--- src/rtl/inst_loader_pkg.sv ---
// Shared CPU definitions used by the instruction loader: memory depth,
// program terminator and the loader FSM state encoding.
package inst_loader_pkg;

    // Instruction-memory depth in 32-bit words.
    localparam int IMEM_DEPTH = 200;

    // Word that terminates a program image; it is itself written to memory.
    localparam logic [31:0] END_MARK_DEFAULT = 32'hffff_ffff;

    // Loader FSM states, kept as plain constants so older code can compare against them.
    localparam int LD_STATE_W = 2;
    typedef logic [LD_STATE_W-1:0] ld_state_t;

    localparam ld_state_t ST_IDLE = 2'd0;
    localparam ld_state_t ST_RECV = 2'd1;
    localparam ld_state_t ST_DONE = 2'd2;
    localparam ld_state_t ST_ERR  = 2'd3;

    // Position of the next byte inside the word being assembled.
    typedef enum logic [1:0] {
        BYTE0 = 2'd0,
        BYTE1 = 2'd1,
        BYTE2 = 2'd2,
        BYTE3 = 2'd3
    } byte_idx_e;

    // Big-endian join: the three bytes already held are the upper part of the word.
    function automatic logic [31:0] be_word(input logic [23:0] head, input logic [7:0] tail);
        return {head, tail};
    endfunction

endpackage

--- src/rtl/inst_loader_byte_assembler.sv ---
// Four-byte big-endian assembler: collects bytes and flags the byte that
// completes a word, presenting the full word combinationally on that cycle.
module inst_loader_byte_assembler
    import inst_loader_pkg::*;
(
    input  logic        clk,
    input  logic        rst,
    input  logic        clear,
    input  logic        byte_en,
    input  logic [7:0]  byte_data,
    output logic [31:0] word,
    output logic        word_valid
);

    byte_idx_e   idx_reg;
    byte_idx_e   idx_next;
    logic [23:0] head_reg;
    logic [23:0] head_next;

    // Only the first three bytes need storage; the fourth is joined on the fly
    // so the owner can register the finished word on the accepting edge.
    always_comb begin
        idx_next  = idx_reg;
        head_next = head_reg;
        if (clear) begin
            idx_next  = BYTE0;
            head_next = 24'd0;
        end else if (byte_en) begin
            idx_next  = byte_idx_e'(idx_reg + 2'd1);
            head_next = {head_reg[15:0], byte_data};
        end
    end

    always_ff @(posedge clk or posedge rst) begin
        if (rst) begin
            idx_reg  <= BYTE0;
            head_reg <= 24'd0;
        end else begin
            idx_reg  <= idx_next;
            head_reg <= head_next;
        end
    end

    assign word       = be_word(head_reg, byte_data);
    assign word_valid = byte_en && !clear && (idx_reg == BYTE3);

endmodule

--- src/rtl/inst_loader.sv ---
// Serial program loader: assembles received bytes into 32-bit words and
// writes them to consecutive instruction-memory addresses until END_MARK.
module inst_loader
    import inst_loader_pkg::*;
#(
    parameter int          DEPTH    = IMEM_DEPTH,
    parameter int          ADDR_W   = 8,
    parameter logic [31:0] END_MARK = END_MARK_DEFAULT
) (
    input  logic              clk,
    input  logic              rst,
    input  logic              start,
    input  logic [7:0]        rx_data,
    input  logic              rx_valid,
    output logic              mem_we,
    output logic [ADDR_W-1:0] mem_addr,
    output logic [31:0]       mem_wdata,
    output logic              busy,
    output logic              done,
    output logic              error,
    output logic [ADDR_W-1:0] word_count
);

    localparam logic [ADDR_W-1:0] LAST_ADDR = ADDR_W'(DEPTH - 1);

    ld_state_t         state_reg;
    ld_state_t         state_next;
    logic              arm;
    logic              accept;
    logic              word_valid;
    logic [31:0]       word;
    logic              mem_we_reg;
    logic [ADDR_W-1:0] mem_addr_reg;
    logic [31:0]       mem_wdata_reg;
    logic [ADDR_W-1:0] word_count_reg;

    // Bytes are taken only while receiving; start in RECV is deliberately ignored.
    assign accept = (state_reg == ST_RECV) && rx_valid;

    inst_loader_byte_assembler u_asm (
        .clk        (clk),
        .rst        (rst),
        .clear      (arm),
        .byte_en    (accept),
        .byte_data  (rx_data),
        .word       (word),
        .word_valid (word_valid)
    );

    always_comb begin
        state_next = state_reg;
        arm        = 1'b0;
        case (state_reg)
            ST_RECV: begin
                // Terminator is checked first so END_MARK in the last slot is a clean load.
                if (word_valid) begin
                    if (word == END_MARK) begin
                        state_next = ST_DONE;
                    end else if (word_count_reg == LAST_ADDR) begin
                        state_next = ST_ERR;
                    end
                end
            end
            default: begin
                if (start) begin
                    state_next = ST_RECV;
                    arm        = 1'b1;
                end
            end
        endcase
    end

    always_ff @(posedge clk or posedge rst) begin
        if (rst) begin
            state_reg      <= ST_IDLE;
            mem_we_reg     <= 1'b0;
            mem_addr_reg   <= '0;
            mem_wdata_reg  <= 32'd0;
            word_count_reg <= '0;
        end else begin
            state_reg  <= state_next;
            mem_we_reg <= word_valid;
            if (arm) begin
                mem_addr_reg   <= '0;
                word_count_reg <= '0;
            end else if (word_valid) begin
                mem_addr_reg   <= word_count_reg;
                mem_wdata_reg  <= word;
                word_count_reg <= word_count_reg + ADDR_W'(1);
            end
        end
    end

    assign mem_we     = mem_we_reg;
    assign mem_addr   = mem_addr_reg;
    assign mem_wdata  = mem_wdata_reg;
    assign word_count = word_count_reg;
    assign busy       = (state_reg == ST_RECV);
    assign done       = (state_reg == ST_DONE);
    assign error      = (state_reg == ST_ERR);

endmodule

--- config.mk ---
export PLATFORM = sky130hd
export DESIGN_NAME = inst_loader
export DESIGN_NICKNAME = d
export VERILOG_FILES = /design/src/rtl/inst_loader_pkg.sv /design/src/rtl/inst_loader_byte_assembler.sv /design/src/rtl/inst_loader.sv
export SDC_FILE = /design/constraint.sdc
export NUM_CORES = 1
export LEC_CHECK = 0
export BUFFER_PORTS_ARGS = -buffer_cell sky130_fd_sc_hd__buf_2
export CAP_MARGIN = 10
export CORE_MARGIN = 2
export CORE_UTILIZATION = 40
export CTS_BUF_LIST = sky130_fd_sc_hd__clkbuf_8
export CTS_CLUSTER_DIAMETER = 50
export DETAILED_ROUTE_END_ITERATION = 6
export PLACE_DENSITY_LB_ADDON = 0.15
export SETUP_SLACK_MARGIN = 0.3
export SLEW_MARGIN = 5
export SYNTH_ARGS = -nofsm -noshare
export SYNTH_HDL_FRONTEND = slang
export SYNTH_SLANG_ARGS = --single-unit
--- constraint.sdc ---
create_clock -name clk -period 2.7 [get_ports clk]
set_input_delay 0.135 -clock clk [delete_from_list [all_inputs] [get_ports clk]]
set_output_delay 0.135 -clock clk [all_outputs]
set_load 0.005 [all_outputs]
======== Yosys cells after proc, flatten, opt, wreduce, memory -nomap -nowiden ========
Cells that the tools add are included.
Widths: inputs -> output; s select.
word-level totals
  register bits after elaboration ......... 77
  input bits .............................. 12
  output and inout bits ................... 52
  logic and storage cells ................. 42
cells by class
  add/sub/neg operators ................... 2
  eq/ne operators ......................... 8
  muxes and demuxes ....................... 15
  bitwise logic cells ..................... 1
  reduce and logical (&&, ||, !) cells .... 9
operators with widths
  operator              number
  $mux 24               2
  $eq 32x32->1 const B  1
  $mux 8                4
  $mux 2                7
  $add 8x1->8 const B   1
  $eq 8x8->1 const B    1
  $eq 2x2->1 const B    3
  $reduce_bool 2->1     3
  $logic_and 1x1->1     3
  $ne 3x1->1 const B    1
  $reduce_and 3->1      1
  $add 2x1->2 const B   1
  $eq 2x1->1 const B    1
  $mux 1                2
  $ne 2x1->1 const B    1
  $reduce_and 2->1      1
  $logic_not 1->1       1
  $not 1->1             1

======== Depth between registers and ports, before layout ========
  depth in word-level cells ............... 7
  mapped depth ............................ 6
  gate-level depth less buffers ........... 6

======== Hierarchy ========
A second synthesis with hierarchy kept.
second synthesis, totals
  cell total of the unflattened synthesis .. 256
  area, all modules ....................... 3433.3 µm²
by module, submodules not included
  module                      times used  cells an instance  area an instance (µm²)  seq. area each (µm²)
  inst_loader                 1           160                2273.4                  1276.2
  inst_loader_byte_assembler  1           96                 1159.9                  650.6

======== Least setup slack after synthesis ========
No wires, ideal clock.
  kind .................................... register -> register
  from .................................... register state_reg[1]
  to ...................................... register u_asm.head_reg[0]
  library setup time ...................... 0.121 ns
  arrival time ............................ 1.286 ns
  data required time ...................... 2.579 ns
  path slack .............................. 1.293 ns
  cell stages (with the launch flop) ...... 7
  path buffers ............................ 2
  period minus slack after synthesis ...... 1.407 ns
  path through ............................ dfrtp_1 > and2b_4 > and2_1 > buf_6 > nor2_4 > buf_4 > a22o_1
on the way
  cells in the longest elaborated chain, start to end .. 3
  elaborated cells on any way between the ends .. 5
  those cells by class .................... eq/ne: 1; mux: 2; reduce/logical: 2
RTL lines
  element                                              RTL line                              RTL
  start, declared                                      inst_loader.sv:26                     ld_state_t state_reg;
  start signal, assigned                               inst_loader.sv:81                     state_reg <= state_next;
  $eq 2x1->1 *                                         n/a
  named net busy                                       inst_loader.sv:18                     output logic busy,
  $mux 1 / $logic_and 1x1->1 (equally long branches)   inst_loader.sv:53, inst_loader.sv:38
  $mux 24 / $reduce_bool 2->1 (equally long branches)  n/a
  end signal, assigned                                 inst_loader_byte_assembler.sv:40      head_reg <= head_next;
  end, declared                                        inst_loader_byte_assembler.sv:17      logic [23:0] head_reg;
The timed path passes the listed nets; every way through them passes the cells marked *.
A chain may end at the register's enable or synchronous reset.

======== Worst setup path in the final report ========
  from .................................... register u_asm.idx_reg[0]
  to ...................................... register word_count_reg[2] (netlist: word_count[2])
on the way
  cells in the longest elaborated chain, start to end .. 3
RTL lines
  element                             RTL line                          RTL
  start, declared                     inst_loader_byte_assembler.sv:15  byte_idx_e idx_reg;
  start signal, assigned              inst_loader_byte_assembler.sv:39  idx_reg <= idx_next;
  $eq 2x2->1                          inst_loader_byte_assembler.sv:45  assign word_valid = byte_en && !clear && (idx_reg == BYTE3);
  $logic_and 1x1->1                   inst_loader_byte_assembler.sv:45
  $reduce_bool 2->1 (no source line)  n/a
  end signal, assigned                inst_loader.sv:89                 word_count_reg <= word_count_reg + ADDR_W'(1);
  end, declared                       inst_loader.sv:35                 logic [ADDR_W-1:0] word_count_reg;
Every way passes these cells.

==> results.txt <==
- Transition at the pin with the smallest max-transition slack: 0.772 ns
* Std cell rows: 31
* Count of vias placed by the detailed router: 2323
* Overall die area: 0.00835 sq mm
- Count of placed standard cells including taps: 439
- Measured along the x axis, the die boundary spans 91.4 microns.
* Number of CTS-inserted buffers: 9
- Worst setup slack after placement: 0.909 ns
* Mean instance size in the synthesized netlist: 10.6 sq um
* Number of cells on the worst hold path: 2
* Worst vdd rail ir drop: 478 uV
* Power share of the sequential group: 0.512
- Max-capacitance violation count: 0
* Critical Path, Cell by Cell: ha_1 > nand4b_2 > buf_4 > o21a_1 > o21ai_0 > o21ai_0
- Of the total power, the share spent switching nets is 0.301.
* Most frequent cells in the layout: nand2_1, dfrtp_1, buf_2, a22o_1, clkbuf_8
- Clock-pin slew was measured on the worst setup and hold paths at 0.08 ns.
- The cell family contributing the most delay on the critical path is compound AO/OA/AOI/OAI gates.
- Setup total negative slack on the finished layout was measured at 0 ns.
- Cell area after synthesis: 0.00306 sq mm
- Of the synthesized area, sequential elements account for 0.631.
- Clock tree synthesis found a total of 77 sinks.
* Worst Slack Setup Final: 0.906 ns
- Across the routed clock network, the largest skew measured is 0.00495 ns.
- Global routing finished with a remaining overflow of 0.
- The H-tree generated during clock tree synthesis spans 3 levels.
- Classification of the worst setup path: register to register
- After detailed routing, the number of remaining DRC violations is 0.
- Cell Int Power: 0.00232 W
* Share of post-route cells with drive strength above 1: 0.252
- The net count of the finished layout is 366.
- For this design the total switching power over the nets is 0.00100 W.
- The share of total power dissipated in combinational logic is 0.225.
- In this run the tool buffered the top-level ports with 63 buffer cells.
- Initial antenna violation count: 0
- Final period util: 0.664
- The congestion estimate from routability-driven global placement came to 0.775.
- The largest single stage delay on the critical path is 0.47 ns.
- R2r worst-path depth: 6
- FF/Latch Area: 0.00193 sq mm
- Source of the worst register-to-register timing path: u_asm.idx_reg[0]
- Number of warnings reported in the yosys synthesis log: 0
- Sort of element at the end of the critical path: register
- In the synthesized netlist, the number of instances is 288.
* Final hold viol count: 0
- TritonCTS clock tree: built
- Number of flip-flops in the largest register: 32
- Final setup vio count: 0
- N_diodes: 0
- Most frequent cell on the critical path: o21ai_0
- Per-cell routed wire length: 14.8 microns
- Of the total synthesized cell area, the portion taken by XOR and XNOR cells is 0.00573.
* Pleak: 1.96 nW
* Critical path buffer and inverter count: 1
- Worst Hold Path EP: state_reg[0]
- Core Util, Final: 0.501
* HPWL after detailed placement: 4550 microns
* Simple-gate share of the synthesized area: 0.198
* Top achievable clock speed: 0.558 GHz
* Number of inserted filler cells in the final layout: 700
- For this block, the routed nets add up to 6740 microns of wire.
- Initial cell density of the core: 0.417
- Summing all multi-input logic gate instances after layout gives 0.00103 sq mm.
- The run finished with clean final reports.
* Synthesis-to-layout area growth: 20.3%
* All-layer global routing usage: 0.170
- Non-filler cells in the finished layout: 456
* Via/cell ratio: 5.09
- Critical Path Stages: 6
- Setup repair after global routing left no endpoint under its margin.
- At the worst endpoint, the required time is 2.96 ns.
- Of the total synthesized cell area, the portion taken by full adders, half adders and majority gates is 0.00819.
- In this run, distinct cell masters in the synthesized netlist total 33.
* Maximum number of buffers from clock root to sink: 2
- The total area inside the core boundary comes to 0.00733 sq mm.
- Worst setup slack for register-to-register paths: 0.91 ns
- Hold Startpoint: start
* Io pins: 64
* Highest fanout seen on the critical path: 24
- FF-to-FF End: word_count[2]
- ANT nets after route: 0
* Vertical extent of the die: 91.4 microns
- Clock latency on the worst-skew pair: 0.33 ns
- Number of search-and-repair iterations in the first detailed-routing pass: 4
* Wire length of the first global-routing pass: 11400 microns
- In this run the tightest slew margin relative to its limit is 0.484.
* Combinational family with the most area after synthesis: simple AND/OR/NAND/NOR gates
- Total power per unit cell area: 904 mW/mm^2
- Master cell of the clock root buffer: clkbuf_8
* Share of the synthesized area in compound gates (AO/OA/AOI/OAI): 0.110
* Most frequent standard cell in the layout excluding fill and tap cells: nand2_1
- Worst hold-check path type: primary input to register
- Counting flops and latches in the post-synthesis netlist gives 77.
- The via count of the first global-routing pass is 2216.
- Entering global routing, the biggest net connects 43 pins.
* Shortest clock period the worst path allows after layout: 1.79 ns
- Number of setup buffers added after CTS: 0
- Worst path slowest cell: o21a_1
- Final total power: 0.00332 W
* Violation count after the first detailed-routing iteration: 132
* Share of total power in the clock network: 0.263
- Fin. max-slew vios: 0
- Net count after synthesis: 302
- Measured against the total synthesized area, the mux share comes to 0.0168.
- Data arrives at the worst endpoint at 2.05 ns.
- Sort of element at the start of the critical path: register
## power groups by stage
| stage | logic, W | registers (W) | clock network (W) |
|---|---|---|---|
| CTS | 0.000768 | 0.00170 | 0.000894 |
| detailed placement | 0.000763 | 0.00172 | 0 |
| global placement | 0.000751 | 0.00172 | 0 |
| finish | 0.000749 | 0.00170 | 0.000874 |
| floorplan | 0.000371 | 0.00171 | 0 |
| global route | 0.000858 | 0.00175 | 0.000955 |
## per-layer routing
| metal | global-route usage | share of wire |
|---|---|---|
| met5 | 0 | 0 |
| met3 | 0.0440 | 0.045 |
| met4 | 0.0429 | 0.010 |
| met1 | 0.270 | 0.52 |
| met2 | 0.229 | 0.43 |
## final cells by class
| type | instances | share of cell area |
|---|---|---|
| inverters | 3 | 0.00340 |
| multi-input cells | 192 | 0.281 |
| clock buffers | 11 | 0.0412 |
| clock inverters | 5 | 0.0140 |
| repair buffers | 69 | 0.102 |
| well taps | 99 | 0.0337 |
| flip-flops and latches | 77 | 0.524 |
## worst max-delay path by stage
stage / start / endpoint / slack (ns)
after detailed placement: u_asm.idx_reg[0] / word_count[4] / 0.91
final: u_asm.idx_reg[0] / word_count[2] / 0.91
after CTS: u_asm.idx_reg[0] / word_count[4] / 0.90
after floorplan: rst / mem_addr[0] / 0.60
after global placement: u_asm.idx_reg[0] / word_count[4] / 0.94
after global routing: u_asm.idx_reg[0] / word_count[5] / 0.73
## cell usage after synthesis, drive strengths merged
library cell	count	area, sq um
or3	1	6.26
mux2i	4	40.0
ha	2	25.0
nor2	8	40.0
mux2	1	11.3
o21ai	10	50.1
a31oi	1	6.26
clkinv	1	5.00
nor4	2	12.5
nand2	107	404
a21oi	2	10.0
and3	2	12.5
nand4	10	62.6
nor4b	1	8.76
inv	2	7.51
dfrtp	77	1930
and2b	1	10.0
xor2	1	8.76
o21a	2	15.0
xnor2	1	8.76
nor2b	1	6.26
and2	2	12.5
nand3	3	15.0
clkbuf	8	30.0
a22o	28	245
a2bb2oi	1	8.76
buf	8	51.3
nand4b	1	15.0
## what timing repair did
action,in CTS,in global routing
hold buffers,1,0
endpoints found under the hold margin,35,0
resized for setup,0,0
## per-stage QoR
stage | area [sq um] | hold slack (ns)
after floorplan | 3060 | 0.240
after global placement | 3460 | 0.319
after detailed placement | 3460 | 0.327
after CTS | 3680 | 0.0259
after global routing | 3680 | 0.0265
final | 3680 | 0.0387
## cell families after synthesis
kind of cell | count (synthesis)
adders and majority gates | 2
DFF | 77
and+or+nand+nor | 139
AOI/OAI and AO/OA | 44
xor gates and xnor gates | 2
buffers and inverters | 19
muxes | 5
Note: power is estimated with default switching activity, not from simulation.
